## src/rtl/data_memory_sized.sv

```systemverilog
// Byte-addressed data memory with byte/half/word access, load extension and a
// request/done handshake with WAIT_CYCLES wait states. Optional: DMEM_MISALIGN_TRAP_EN.
//
// state  | meaning
// IDLE   | no access in flight; accepts req_i
// WAIT   | access latched; down-counter runs WAIT_CYCLES..0, access performed at 0
// RESP   | done_o pulse; accepts req_i again
module data_memory_sized #(
    parameter int DEPTH_BYTES = 32,
    parameter int WAIT_CYCLES = 0,
    parameter int DATA_W      = 32
) (
    input  logic              clk_i,
    input  logic              rst_i,
    input  logic              req_i,
    input  logic              we_i,
    input  logic [1:0]        size_i,
    input  logic              unsigned_i,
    input  logic [31:0]       addr_i,
    input  logic [DATA_W-1:0] wdata_i,
    output logic              busy_o,
    output logic              done_o,
    output logic [DATA_W-1:0] rdata_o,
    output logic              err_o
);

    localparam int AW = $clog2(DEPTH_BYTES);
    localparam logic [3:0] WAIT_INIT = 4'(WAIT_CYCLES);

    if (DATA_W != 32) begin : g_bad_data_w
        $error("data_memory_sized: DATA_W must be 32");
    end
    if ((DEPTH_BYTES < 4) || ((DEPTH_BYTES & (DEPTH_BYTES - 1)) != 0)) begin : g_bad_depth
        $error("data_memory_sized: DEPTH_BYTES must be a power of two >= 4");
    end
    if ((WAIT_CYCLES < 0) || (WAIT_CYCLES > 15)) begin : g_bad_wait
        $error("data_memory_sized: WAIT_CYCLES must be 0..15");
    end

    typedef enum logic [1:0] {S_IDLE, S_WAIT, S_RESP} state_t;

    state_t          r_state;
    state_t          w_state_nxt;
    logic [3:0]      r_cnt;
    logic            r_we;
    logic            r_uns;
    logic [1:0]      r_size;
    logic [AW-1:0]   r_addr;
    logic [31:0]     r_wdata;
    logic [31:0]     r_rdata;
    logic [7:0]      r_mem [DEPTH_BYTES];

    logic            w_accept;
    logic            w_commit;
    logic            w_trap;
    logic [AW-1:0]   w_a0, w_a1, w_a2, w_a3;
    logic [7:0]      w_b0, w_b1, w_b2, w_b3;
    logic [31:0]     w_load;
    logic            w_addr_unused;

    assign w_addr_unused = ^addr_i[31:AW];

    assign busy_o   = (r_state == S_WAIT);
    assign done_o   = (r_state == S_RESP);
    assign rdata_o  = r_rdata;
    assign w_accept = req_i && !busy_o;
    assign w_commit = (r_state == S_WAIT) && (r_cnt == 4'd0);

`ifdef DMEM_MISALIGN_TRAP_EN
    logic w_misalign;
    logic r_err;

    assign w_misalign = ((r_size == 2'b01) && r_addr[0]) ||
                        (r_size[1] && (r_addr[1:0] != 2'b00));
    assign w_trap     = w_misalign;
    assign err_o      = r_err && done_o;

    always_ff @(posedge clk_i) begin
        if (rst_i) begin
            r_err <= 1'b0;
        end else if (w_commit) begin
            r_err <= w_misalign;
        end
    end
`else
    assign w_trap = 1'b0;
    assign err_o  = 1'b0;
`endif

    always_ff @(posedge clk_i) begin
        if (rst_i) begin
            r_state <= S_IDLE;
        end else begin
            r_state <= w_state_nxt;
        end
    end

    always_comb begin
        w_state_nxt = r_state;
        case (r_state)
            S_IDLE:  if (w_accept) w_state_nxt = S_WAIT;
            S_WAIT:  if (r_cnt == 4'd0) w_state_nxt = S_RESP;
            S_RESP:  w_state_nxt = w_accept ? S_WAIT : S_IDLE;
            default: w_state_nxt = S_IDLE;
        endcase
    end

    // Byte lanes wrap within the array, so top-of-memory accesses continue at 0.
    assign w_a0 = r_addr;
    assign w_a1 = r_addr + AW'(1);
    assign w_a2 = r_addr + AW'(2);
    assign w_a3 = r_addr + AW'(3);
    assign w_b0 = r_mem[w_a0];
    assign w_b1 = r_mem[w_a1];
    assign w_b2 = r_mem[w_a2];
    assign w_b3 = r_mem[w_a3];

    always_comb begin
        w_load = {w_b3, w_b2, w_b1, w_b0};
        case (r_size)
            2'b00:   w_load = r_uns ? {24'h0, w_b0} : {{24{w_b0[7]}}, w_b0};
            2'b01:   w_load = r_uns ? {16'h0, w_b1, w_b0} : {{16{w_b1[7]}}, w_b1, w_b0};
            default: w_load = {w_b3, w_b2, w_b1, w_b0};
        endcase
    end

    always_ff @(posedge clk_i) begin
        if (rst_i) begin
            r_cnt   <= 4'd0;
            r_we    <= 1'b0;
            r_uns   <= 1'b0;
            r_size  <= 2'b00;
            r_addr  <= '0;
            r_wdata <= 32'h0;
            r_rdata <= 32'h0;
        end else begin
            if (w_accept) begin
                r_cnt   <= WAIT_INIT;
                r_we    <= we_i;
                r_uns   <= unsigned_i;
                r_size  <= size_i;
                r_addr  <= addr_i[AW-1:0];
                r_wdata <= wdata_i;
            end else if ((r_state == S_WAIT) && (r_cnt != 4'd0)) begin
                r_cnt <= r_cnt - 4'd1;
            end
            if (w_commit && !r_we && !w_trap) begin
                r_rdata <= w_load;
            end
        end
    end

    // A reset on the commit edge aborts the store.
    always_ff @(posedge clk_i) begin
        if (w_commit && r_we && !w_trap && !rst_i) begin
            r_mem[w_a0] <= r_wdata[7:0];
            if (r_size != 2'b00) begin
                r_mem[w_a1] <= r_wdata[15:8];
            end
            if (r_size[1]) begin
                r_mem[w_a2] <= r_wdata[23:16];
                r_mem[w_a3] <= r_wdata[31:24];
            end
        end
    end

endmodule

```

## config.mk

```make
export PLATFORM = sky130hd
export DESIGN_NAME = data_memory_sized
export DESIGN_NICKNAME = d
export VERILOG_FILES = /design/src/rtl/data_memory_sized.sv
export SDC_FILE = /design/constraint.sdc
export NUM_CORES = 1
export LEC_CHECK = 0
export CORE_MARGIN = 2
export CORE_UTILIZATION = 57
export DETAILED_ROUTE_END_ITERATION = 6
export MAX_ROUTING_LAYER = met4
export PLACE_DENSITY = 0.78
export RECOVER_POWER = 100
export SETUP_SLACK_MARGIN = 0.2
export SYNTH_ARGS = -nofsm -noshare
export SYNTH_HDL_FRONTEND = slang
export SYNTH_SLANG_ARGS = --single-unit
```

## constraint.sdc

```tcl
create_clock -name clk_i -period 4.2 [get_ports clk_i]
set_clock_uncertainty 0.15 [all_clocks]
set_input_delay 1.05 -clock clk_i [delete_from_list [all_inputs] [get_ports clk_i]]
set_output_delay 1.05 -clock clk_i [all_outputs]
set_load 0.02 [all_outputs]
```

# After elaboration in Yosys (flattened, before gate mapping)
# Memory sizes are Yosys's and may differ from the RTL's. A register that Yosys moved wholly into a read port is not among the register bits.
# Index checks and enable logic that the tools add are counted.
[totals]
reg_bits = 79
latchBits = 0
ramBits = 256
romBits = 0
inputBits = 71
elab_cells = 51
memories = 1
[memory_table]
columns = ["name", "words", "width", "read_ports", "rd_clocked_by_memory_dff", "wr", "line", "rtl"]
rows = [
  ["r_mem", 32, 8, 4, 1, 4, "51", "logic [7:0] r_mem [DEPTH_BYTES];"],
]
[op_classes]
addsub = 4
multipliers = 0
div = 0
n_lt_le_gt_ge = 0
n_eq_ne = 5
shifts = 0
mux = 17
n_bitwise = 0
n_reduce_logical = 16
[ops]
columns = ["operator", "count"]
rows = [
  ["$mux W32", 2],
  ["$pmux W32 S2", 1],
  ["$add A5 B2 Y5 const B", 2],
  ["$mux W5", 2],
  ["$mux W1", 9],
  ["$logic_and A1 B1 Y1", 6],
  ["$pmux W2 S3", 1],
  ["$add A5 B1 Y5 const B", 1],
  ["$eq A2 B1 Y1 const B", 2],
  ["$logic_not A2 Y1", 2],
  ["$logic_not A4 Y1", 1],
  ["$mux W2", 2],
  ["$reduce_bool A4 Y1", 1],
  ["$sub A4 B1 Y4 const B", 1],
  ["$logic_not A1 Y1", 3],
  ["$eq A2 B2 Y1 const B", 1],
  ["$ne A2 B1 Y1 const B", 1],
  ["$ne A2 B2 Y1 const B", 1],
  ["$reduce_and A2 Y1", 1],
  ["$reduce_bool A2 Y1", 1],
  ["$reduce_or A2 Y1", 1],
]

# Depth between registers and ports, before layout
[logic_depth]
ltp_word = 6
ltp_mapped = 15
depth_no_buf = 9

# Worst setup path before layout
# OpenSTA, ideal clock, no wires.
[synth_path]
kind = "register -> register"
startpoint = "register r_addr[1]"
endpoint = "memory r_mem[12][0] (enable)"
setup_ns = 0.337
arrival_time_ns = 3.426
setup_slack_ns = 0.287
path_stages_with_launch = 14
synth_period_minus_slack_ns = 3.913
cell_sequence = "dfxtp_1 -> clkbuf_1 -> clkbuf_1 -> clkbuf_1 -> inv_1 -> ha_1 -> a21oi_2 -> xor2_1 -> nor2_1 -> nand2_1 -> nor2_1 -> clkbuf_1 -> a21oi_1 -> nand3_1"
[synth_lines]
columns = ["item", "line", "rtl"]
rows = [
  ["start, declared", "48", "logic [AW-1:0] r_addr;"],
  ["start signal, assigned", "142", "r_addr <= addr_i[AW-1:0];"],
  ["end, declared", "51", ""],
]

==> impl_metrics.env <==
export IMPL_status="finished with violations"
export IMPL_violations="design-rule violations, max-capacitance violations, max-slew violations"
export IMPL_drv_cap=2
export IMPL_avgSynthCellArea_sq_um=9.72
export IMPL_startpoint_type="flip-flop"
export IMPL_cts_max_level=2
export IMPL_pwr_share_clk=0.373
export IMPL_stdcell_area_sq_um=31500
export IMPL_cts_tree="yes"
export IMPL_initialDrtViolationCount=4892
export IMPL_core_sq_um=49800
export IMPL_netlist_instances=2935
export IMPL_vias=27500
export IMPL_rsz0062_at_grt="no"
export IMPL_die_h_um=228
export IMPL_totalWireLength_mm=130
export IMPL_vias_per_cell=7.62
export IMPL_ir_drop_mv=0.337
export IMPL_arrival_ps=4200
export IMPL_finalCriticalPeriod_ps=4120
export IMPL_num_rows=82
export IMPL_antenna_found_initial=7
export IMPL_max_clock_freq_mhz=243
export IMPL_ys_warn_count=0
export IMPL_wire_per_inst_um=35.9
export IMPL_synth_top_family_by_area="multiplexers"
export IMPL_end_kind="flip-flop"
export IMPL_min_path_type="reg -> reg"
export IMPL_synth_compound_area_frac=0.158
export IMPL_final_cells=3615
export IMPL_yosys_register_bits=340
export IMPL_num_nets_final=2986
export IMPL_synth_common_cells="nand2_1 (424), a21oi_1 (286), mux2i_1 (270)"
export IMPL_clock_root_buffer="clkbuf_16"
export IMPL_switching_share=0.318
export IMPL_overflow=0
export IMPL_setup_tns_ps=0
export IMPL_start_util=0.574
export IMPL_power_switching_uw=3000
export IMPL_finalHoldViolations=0
export IMPL_grt_pass1_wl_mm=183
export IMPL_combPwrFrac=0.198
export IMPL_ioPinCount=106
export IMPL_synth_top_cell_by_area="edfxtp_1"
export IMPL_dp_cells=3535
export IMPL_slew_headroom=-0.206
export IMPL_syn_to_final_growth_pct=10.5
export IMPL_grt_max_degree=102
export IMPL_p_leak_uw=0.0116
export IMPL_clkLatencyLatePin_ps=600
export IMPL_ant_nets=0
export IMPL_synth_edff_count=256
export IMPL_dr_pass1_iters=7
export IMPL_ys_flop_type="edfxtp_1"
export IMPL_syn_nets=3016
export IMPL_synth_cell_types=67
export IMPL_synth_simple_area_share=0.132
export IMPL_io_buffers=77
export IMPL_place_congestion=1.12
export IMPL_p_per_area_nw_per_um2=299
export IMPL_n_fill_cell=4024
export IMPL_cts_clk_slew_worst_paths_ps=60
export IMPL_critical_path_class="reg -> reg"
export IMPL_syn_area_sq_um=28500
export IMPL_muxShareOfSynthArea=0.324
export IMPL_seq_power_share=0.428
export IMPL_grt_pass1_vias=25200
export IMPL_yosys_area_share_adder=0.00438
export IMPL_synth_async_reset_ratio=0
export IMPL_crit_required_ps=4280
export IMPL_tightest_slew_ps=1810
export IMPL_slew_viol_final=119
export IMPL_setup_viol=0
export IMPL_internal_power_uw=6430
export IMPL_place_area_sq_um=30300
export IMPL_ys_seq_area_frac=0.328
export IMPL_path_max_fanout=17
export IMPL_synth_most_common_cell="nand2_1"
export IMPL_grt_util_all_layers=0.508
export IMPL_cts_buffers=40
export IMPL_drc=3
export IMPL_fin_crit_sh=0.980
export IMPL_die_area_sq_um=51900
export IMPL_synth_top_cell_area_share=0.269
export IMPL_dpl_hpwl_mm=89.1
export IMPL_synth_xor_xnor_area_share=0.00338
export IMPL_holdBufCountCts=0
export IMPL_die_x_um=228
export IMPL_drive_gt1_frac=0.213
export IMPL_synth_area_top_cells="edfxtp_1 (27%), mux4_2 (20%), mux2i_1 (9.5%)"
export IMPL_clkSinkCount=340
export IMPL_cts_buffer_depth=3
==> per-layer routing <==
metal | GRT usage | part of all wire
met4 | 0.264 | 0.070
met5 | - | 0
met1 | 0.645 | 0.34
met2 | 0.704 | 0.41
met3 | 0.195 | 0.18
==> flip-flops by register name (all words and copies together) (netlist names), named ones only <==
register  count
r_state       2
r_uns         1
r_size        2
rdata_o      32
r_addr        5
r_mem       256
r_we          1
r_wdata      32
r_cnt         4
==> stage by stage <==
| step | setup WS, ps | power [uW] | util | hold slack (ps) |
|---|---|---|---|---|
| detailed placement | 290 | 5880 | 0.610 | 342 |
| floorplan | 287 | 5080 | - | 300 |
| global placement | 321 | 5850 | 0.610 | 328 |
| CTS | 263 | 9310 | 0.635 | 350 |
| global route | 148 | 9580 | 0.634 | 362 |
| finish | 82.3 | 9440 | 0.634 | 345 |
==> area by class of cell <==
type,instances,area [sq um],area share
Multi-Input combinational cell,2263,17900,0.566
Sequential cell,340,9420,0.299
Timing Repair Buffer,253,2110,0.0669
Clock buffer,53,1120,0.0356
Tap cell,672,841,0.0267
Clock inverter,21,146,0.00464
Inverter,7,26.3,0.000833
Antenna cell,6,15.0,0.000476
==> logic make-up after synthesis <==
kind of cell	after synthesis
AND/OR/NAND/NOR	871
other	1
multiplexers	603
buffers and inverters	332
XOR/XNOR	11
AO/OA/AOI/OAI	767
flip-flops	340
adder cells (fa/ha/maj)	10
==> final timing paths <==
path                            startpoint           end  slack (ps)  depth (start not counted)
worst max-delay path             r_addr[1]  r_mem[18][2]          80                          6
worst min-delay path            rdata_o[0]    rdata_o[0]         340                          2
worst max register to register   r_addr[1]  r_mem[18][2]          80                          6
worst min register to register  rdata_o[0]    rdata_o[0]         340                          2
==> placed cells by master, fill, tap and decap left out, types with 23 or more instances in the layout <==
cell type        count
a22oi_1             23
a211oi_1           104
a21o_1              67
buf_4              146
nand2_1            428
clkdlybuf4s50_1     42
a21oi_1            286
nor2_1             228
mux2i_1            270
clkbuf_1            26
mux4_2             249
nand3_1            108
dlygate4sd3_1       34
mux2_2              84
edfxtp_1           256
dfxtp_1             50
clkbuf_16           43
dfxtp_2             30
o21ai_0            213
==> power groups by stage <==
stage / Sequential [uW] / Combinational [uW] / Clock [uW]
after global routing: 4010 / 1940 / 3620
final: 4040 / 1870 / 3520
after CTS: 4000 / 1820 / 3490
after detailed placement: 4070 / 1810 / 0
after global placement: 4070 / 1780 / 0
after floorplan: 3790 / 1290 / 0
==> critical path, cell delays in order, from the launching register on <==
cell and delay [ps]:
dfxtp_4 370, inv_1 220, ha_1 1160, nand3_1 570, nor2_1 210, clkbuf_1 540, nand3b_1 520
==> repair_timing <==
action                     4_1_cts  5_1_grt
setup endpoints to repair        0       11
gates resized for setup          0        2
buffers inserted                 0        0
Power figures use the tool's default switching activity.
